**src/rtl/pipe_hazard_scoreboard_if.sv**
```systemverilog
// Decode/Execute hazard bus between the pipeline control and the scoreboard.
// HAZ_PERF_EN adds the stall/flush event counters.
interface pipe_hazard_scoreboard_if #(
  parameter int NREG   = 16,
  parameter int NRP    = 2,
  parameter int NSTAGE = 3
);
  localparam int AW = $clog2(NREG);
  localparam int FW = $clog2(NSTAGE);

  logic                d_valid;
  logic [AW-1:0]       d_rd;
  logic                d_we;
  logic                d_load;
  logic                d_pcwr;
  logic [NRP*AW-1:0]   d_rs;
  logic [NRP-1:0]      d_rs_used;
  logic                e_kill;
  logic                branch_taken_e;
  logic [NRP*FW-1:0]   fwd_sel;
  logic                stall_f;
  logic                stall_d;
  logic                flush_d;
  logic                flush_e;
  logic [NSTAGE-1:0]   pending;
`ifdef HAZ_PERF_EN
  logic [31:0]         stall_cnt;
  logic [31:0]         flush_cnt;
`endif

  modport master (
    output d_valid, d_rd, d_we, d_load, d_pcwr, d_rs, d_rs_used, e_kill, branch_taken_e,
    input  fwd_sel, stall_f, stall_d, flush_d, flush_e, pending
`ifdef HAZ_PERF_EN
    , input stall_cnt, flush_cnt
`endif
  );

  modport slave (
    input  d_valid, d_rd, d_we, d_load, d_pcwr, d_rs, d_rs_used, e_kill, branch_taken_e,
    output fwd_sel, stall_f, stall_d, flush_d, flush_e, pending
`ifdef HAZ_PERF_EN
    , output stall_cnt, flush_cnt
`endif
  );
endinterface

```
**src/rtl/pipe_hazard_scoreboard.sv**
```systemverilog
// Shift-register scoreboard of in-flight writes driving forwarding selects and
// F/D/E stall/flush controls. Define HAZ_PERF_EN for stall/flush event counters.
module pipe_hazard_scoreboard #(
  parameter int NREG   = 16,
  parameter int NRP    = 2,
  parameter int NSTAGE = 3,
  parameter int PC_REG = 15
) (
  input  logic                    clk,
  input  logic                    reset,
  pipe_hazard_scoreboard_if.slave bus
);
  localparam int AW = $clog2(NREG);
  localparam int FW = $clog2(NSTAGE);

  typedef struct packed {
    logic              v;
    logic [AW-1:0]     rd;
    logic              we;
    logic              ld;
    logic              pcwr;
    logic [NRP*AW-1:0] rs;
    logic [NRP-1:0]    rs_used;
  } ent_t;

  ent_t              r_ent [NSTAGE];
  logic [NRP*FW-1:0] w_fwd_sel;
  logic [NRP-1:0]    w_near_ld;
  logic [NSTAGE-1:0] w_pending;
  logic              w_ldstall;
  logic              w_pcpend;
  logic              w_pcret;
  logic              w_stall_d;
  logic              w_flush_e;

  function automatic logic writes(input ent_t e, input logic [AW-1:0] r);
    return e.v & e.we & (e.rd == r);
  endfunction

  // NOTE: every combinational output gets a default before the loops so no latch is inferred.
  always_comb begin
    w_fwd_sel = '0;
    for (int p = 0; p < NRP; p++) begin
      for (int k = NSTAGE-1; k >= 1; k--)
        if (writes(r_ent[k], r_ent[0].rs[p*AW +: AW]))
          w_fwd_sel[p*FW +: FW] = FW'(k);
      if (!r_ent[0].rs_used[p] || r_ent[0].rs[p*AW +: AW] == AW'(PC_REG))
        w_fwd_sel[p*FW +: FW] = '0;
    end
  end

  // Walking oldest to youngest lets the nearest writer overwrite, so a
  // younger ALU write shadows an older load.
  always_comb begin
    w_ldstall = 1'b0;
    w_near_ld = '0;
    for (int p = 0; p < NRP; p++) begin
      for (int k = NSTAGE-1; k >= 0; k--)
        if (bus.d_rs_used[p] && writes(r_ent[k], bus.d_rs[p*AW +: AW]))
          w_near_ld[p] = r_ent[k].ld && (k < NSTAGE-2);
      w_ldstall = w_ldstall | w_near_ld[p];
    end
  end

  always_comb begin
    w_pcpend  = bus.d_valid & bus.d_pcwr;
    w_pending = '0;
    for (int k = 0; k < NSTAGE-1; k++)
      w_pcpend = w_pcpend | (r_ent[k].v & r_ent[k].pcwr);
    for (int k = 0; k < NSTAGE; k++)
      w_pending[k] = r_ent[k].v & r_ent[k].we;
  end

  assign w_pcret   = r_ent[NSTAGE-1].v & r_ent[NSTAGE-1].pcwr;
  assign w_stall_d = w_ldstall & ~bus.branch_taken_e;
  assign w_flush_e = w_ldstall | bus.branch_taken_e;

  assign bus.stall_f = reset & (w_ldstall | w_pcpend) & ~bus.branch_taken_e;
  assign bus.stall_d = reset & w_stall_d;
  assign bus.flush_e = reset & w_flush_e;
  assign bus.flush_d = reset & (bus.branch_taken_e | w_pcpend | w_pcret) & ~w_stall_d;
  assign bus.fwd_sel = reset ? w_fwd_sel : '0;
  assign bus.pending = reset ? w_pending : '0;

  // NOTE: only the valid bits are reset; payload fields are ignored while v=0.
  // NOTE: sequential state uses non-blocking assignments so every entry shifts from pre-edge values.
  always_ff @(posedge clk) begin
    if (!reset) begin
      for (int k = 0; k < NSTAGE; k++)
        r_ent[k].v <= 1'b0;
    end else begin
      for (int k = NSTAGE-1; k >= 2; k--)
        r_ent[k] <= r_ent[k-1];
      r_ent[1] <= r_ent[0];
      if (bus.e_kill) begin
        r_ent[1].we   <= 1'b0;
        r_ent[1].pcwr <= 1'b0;
      end
      if (w_flush_e || !bus.d_valid)
        r_ent[0] <= '0;
      else
        r_ent[0] <= '{v: 1'b1, rd: bus.d_rd, we: bus.d_we, ld: bus.d_load,
                      pcwr: bus.d_pcwr, rs: bus.d_rs, rs_used: bus.d_rs_used};
    end
  end

`ifdef HAZ_PERF_EN
  logic [31:0] r_stall_cnt;
  logic [31:0] r_flush_cnt;

  always_ff @(posedge clk) begin
    if (!reset) begin
      r_stall_cnt <= '0;
      r_flush_cnt <= '0;
    end else begin
      if (w_stall_d && r_stall_cnt != 32'hFFFF_FFFF)
        r_stall_cnt <= r_stall_cnt + 32'd1;
      if (bus.branch_taken_e && r_flush_cnt != 32'hFFFF_FFFF)
        r_flush_cnt <= r_flush_cnt + 32'd1;
    end
  end

  assign bus.stall_cnt = r_stall_cnt;
  assign bus.flush_cnt = r_flush_cnt;
`endif
endmodule

```
**src/flat_wrapper.sv**
```systemverilog
// flat-port wrapper written by rule: the top's interface ports become plain ports
module pipe_hazard_scoreboard_flat 
#(
  parameter int NREG   = 16,
  parameter int NRP    = 2,
  parameter int NSTAGE = 3,
  parameter int PC_REG = 15
)
  (clk, reset, bus_d_valid, bus_d_rd, bus_d_we, bus_d_load, bus_d_pcwr, bus_d_rs, bus_d_rs_used, bus_e_kill, bus_branch_taken_e, bus_fwd_sel, bus_stall_f, bus_stall_d, bus_flush_d, bus_flush_e, bus_pending);
  pipe_hazard_scoreboard_if #(.NREG(NREG), .NRP(NRP), .NSTAGE(NSTAGE)) bus_i ();
  input  logic clk;
  input  logic reset;
  input wire logic [$bits(bus_i.d_valid)-1:0] bus_d_valid;
  input wire logic [$bits(bus_i.d_rd)-1:0] bus_d_rd;
  input wire logic [$bits(bus_i.d_we)-1:0] bus_d_we;
  input wire logic [$bits(bus_i.d_load)-1:0] bus_d_load;
  input wire logic [$bits(bus_i.d_pcwr)-1:0] bus_d_pcwr;
  input wire logic [$bits(bus_i.d_rs)-1:0] bus_d_rs;
  input wire logic [$bits(bus_i.d_rs_used)-1:0] bus_d_rs_used;
  input wire logic [$bits(bus_i.e_kill)-1:0] bus_e_kill;
  input wire logic [$bits(bus_i.branch_taken_e)-1:0] bus_branch_taken_e;
  output wire logic [$bits(bus_i.fwd_sel)-1:0] bus_fwd_sel;
  output wire logic [$bits(bus_i.stall_f)-1:0] bus_stall_f;
  output wire logic [$bits(bus_i.stall_d)-1:0] bus_stall_d;
  output wire logic [$bits(bus_i.flush_d)-1:0] bus_flush_d;
  output wire logic [$bits(bus_i.flush_e)-1:0] bus_flush_e;
  output wire logic [$bits(bus_i.pending)-1:0] bus_pending;
  assign bus_i.d_valid = bus_d_valid;
  assign bus_i.d_rd = bus_d_rd;
  assign bus_i.d_we = bus_d_we;
  assign bus_i.d_load = bus_d_load;
  assign bus_i.d_pcwr = bus_d_pcwr;
  assign bus_i.d_rs = bus_d_rs;
  assign bus_i.d_rs_used = bus_d_rs_used;
  assign bus_i.e_kill = bus_e_kill;
  assign bus_i.branch_taken_e = bus_branch_taken_e;
  assign bus_fwd_sel = bus_i.fwd_sel;
  assign bus_stall_f = bus_i.stall_f;
  assign bus_stall_d = bus_i.stall_d;
  assign bus_flush_d = bus_i.flush_d;
  assign bus_flush_e = bus_i.flush_e;
  assign bus_pending = bus_i.pending;
  pipe_hazard_scoreboard #(.NREG(NREG), .NRP(NRP), .NSTAGE(NSTAGE), .PC_REG(PC_REG)) u_core (.clk(clk), .reset(reset), .bus(bus_i));
endmodule
```
**config.mk**
```make
export PLATFORM = sky130hd
export DESIGN_NAME = pipe_hazard_scoreboard_flat
export DESIGN_NICKNAME = d
export VERILOG_FILES = /design/src/rtl/pipe_hazard_scoreboard_if.sv /design/src/rtl/pipe_hazard_scoreboard.sv /design/src/flat_wrapper.sv
export SDC_FILE = /design/constraint.sdc
export NUM_CORES = 1
export LEC_CHECK = 0
export CAP_MARGIN = 20
export CORE_MARGIN = 4
export CORE_UTILIZATION = 25
export DETAILED_ROUTE_END_ITERATION = 6
export HOLD_SLACK_MARGIN = 0.03
export SLEW_MARGIN = 10
export SYNTH_ARGS = -nofsm -noshare
export SYNTH_HDL_FRONTEND = slang
export SYNTH_SLANG_ARGS = --single-unit
```
**constraint.sdc**
```tcl
create_clock -name clk -period 3.24 [get_ports clk]
set_input_delay 0.324 -clock clk [delete_from_list [all_inputs] [get_ports clk]]
set_output_delay 0.324 -clock clk [all_outputs]
set_load 0.05 [all_outputs]
```
==> key figures <==
Outcome
  – Status: finished clean

CTS
  – Clock-pin slew on the worst setup and hold paths: 0.06 ns
  – Clock Sinks: 32
  – CTS tree: done
  – Post-CTS setup buffers: 0
  – CTS Root Cell: clkbuf_8
  – CTS Buf Count: 5
  – CTS Hold Bufs: 0
  – Resized Gates After CTS: 0
  – Clk buf depth: 2
  – H-tree depth: 2
  – Worst-Skew Late Latency: 0.28 ns

Global routing
  – First-pass GRT wire length: 6030 um
  – GRT Total Usage: 0.0909
  – GRT Residual Overflow: 0
  – Number of global-route vias before repair: 1,232
  – Largest net degree at the start of global routing: 26
  – Initial antenna violation count: 0

Die
  – # rows: 30
  – Num ports: 33
  – Die W: 92.4 um
  – Die Area: 0.00854 sq mm
  – Initial Util: 0.259
  – Die H: 92.4 um
  – CORE AREA: 0.00687 sq mm

Detailed routing
  – Final wirelength: 3570 um
  – Initial DRC count: 46
  – Drt first pass iters: 4
  – Via density: 4.44
  – Post-DRT Antenna Nets: 0
  – Via count: 1,195
  – Drt wl/cell: 13.3 um
  – DRC: 0

Finish
  – Nets: 194
  – Biggest register: u_core.r_ent
  – Commonest non-fill, non-tap cell in the layout: edfxtp_1
  – Max FFs per register: 32
  – Ant diodes: 0
  – Biggest regs: u_core.r_ent x32
  – Final Util: 0.331
  – Commonest non-fill, non-tap cells in the layout: edfxtp_1 (32), clkdlybuf4s50_1 (28), xnor2_1 (18)
  – Synthesis-to-layout area growth: 27.6%
  – Layout cells sized above 1: 0.150

Logic synthesis
  – Yosys top cell area share: 0.540
  – Synth area leaders: edfxtp_1 (54%), xnor2_1 (8.9%), nor4b_2 (7.6%)
  – Syn_area_per_cell: 13.0 sq um
  – Async SR Flop Fraction: 0
  – Syn Inst Count: 137
  – EDFF count, synth: 32
  – Synth Cell Area: 0.00178 sq mm
  – Synth area leader: edfxtp_1
  – Top FF cell, synth: edfxtp_1
  – Synthesis-stage register bit count: 32
  – Yosys warnings: 0
  – Sequential area share after synthesis: 0.540
  – Netlist cell types: 32

Power
  – Clock power share: 0.312
  – Internal: 695 uW
  – Pwr Density: 398 mW/mm^2
  – Leak Pwr: 0.000747 uW
  – Peak VDD IR: 0.130 mV
  – Sw Share: 0.231
  – Combinational power share: 0.135
  – Reg power frac: 0.554
  – Switch Pwr: 209 uW

Timing
  – Worst slew margin: 0.387
  – Sum Neg Setup Slack: 0 ns
  – Worst-Margin Slew: 0.917 ns
  – RSZ-0062 raised after global routing: false
  – Final setup fails: 0
  – Final clock skew: 0.00396 ns
  – Min Tclk post-route: 2.79 ns
  – Highest clock rate: 358 MHz
  – Final hold vios: 0
  – Final Max Slew Viols: 0
  – Tcrit/Tclk final: 0.861

Place
  – DP Wirelength: 2690 um
  – Input/output buffers: 32
  – Gp weighted congestion: 0.745

Setup path
  – Max incr delay on CP: 0.70 ns
  – Crit start category: primary input
  – Data arrival time of the worst path: 2.47 ns
  – Setup crit end kind: primary output
  – CP Class: primary input to primary output
  – Slowest CP cell: clkdlybuf4s50_1
  – Critical Path RT: 2.92 ns
  – Crit path max fanout: 3
  – Critical path's most frequent cell: clkdlybuf4s50_1
  – Crit-path cells: clkdlybuf4s50_1, xnor2_1, nand2_1, or3_1, a32o_1, clkdlybuf4s50_1

Job
  – Number of max-cap violations: 0

Hold path
  – Hold Crit Class: primary input to flip-flop
## final timing paths
kind	from	end	slack [ns]	cells after the start
max	bus_d_rs[1]	bus_flush_d	0.45	6
min	reset	u_core.r_ent[0][46]$_DFFE_PP_	0.43	1
max reg2reg	u_core.r_ent[0][13]$_DFFE_PP_	u_core.r_ent[0][0]$_DFFE_PP_	1.14	5
min reg2reg	u_core.r_ent[0][28]$_DFFE_PP_	u_core.r_ent[0][46]$_DFFE_PP_	0.58	1
## critical path: cells and delay by family
| family | cells | cell delay (ns) |
|---|---|---|
| buf+inv | 2 | 1.20 |
| simple gates | 2 | 0.55 |
| compound gates | 1 | 0.26 |
| xor+xnor | 1 | 0.13 |
## per-layer routing
metal	GRT usage	wire, um	up-vias	part of all wire
li1	-	-	583	-
met1	0.112	1590	572	0.45
met2	0.141	1690	32	0.47
met4	0.0396	89	0	0.025
met5	0	0	-	0
met3	0.0341	197	8	0.055
## logic make-up (layout without fill, tap and decap cells)
family	after synthesis	count (layout)	synth area share
other cells	1	3	0.00211
simple gates	64	64	0.275
xor+xnor	24	24	0.118
buf+inv	10	44	0.0372
compound gates	6	6	0.0274
flops	32	32	0.540
## through the flow
stage          instances  total power [uW]  hold slack, ns  setup slack, ns  area (sq um)
2_1_floorplan        139               579           0.530            0.581          1790
3_3_place_gp         261               632           0.558            0.442          2190
3_5_place_dp         261               632           0.559            0.431          2190
4_1_cts              269               916           0.422            0.424          2270
5_1_grt              269               950           0.433            0.272          2270
6_report             269               904           0.433            0.450          2270
## power groups by stage
stage / sequential, uW / combinational (uW) / clock, uW
after floorplan: 503 / 75.6 / 0
after global placement: 509 / 123 / 0
after detailed placement: 510 / 123 / 0
after CTS: 501 / 124 / 292
after global routing: 504 / 133 / 313
final: 501 / 122 / 282
## synth_stat cells, types with 2 or more instances
master / instances
xnor2_1: 18
xor2_1: 6
nor4b_2: 9
nor3_1: 2
and2_1: 11
nor4_1: 3
and3_1: 4
edfxtp_1: 32
clkbuf_1: 6
nand3_1: 8
nand4_1: 3
nand2_1: 5
nor4b_1: 9
and3b_1: 2
nor2_1: 2
## final cells by class
type | instances | area, sq um
well taps | 96 | 120
repair buffers | 36 | 350
flip-flops and latches | 32 | 961
clock inverters | 1 | 3.75
fillers | 695 | 4600
multi-input cells | 97 | 761
clock buffers | 7 | 76.3
Note: power is estimated with default switching activity, not from simulation.
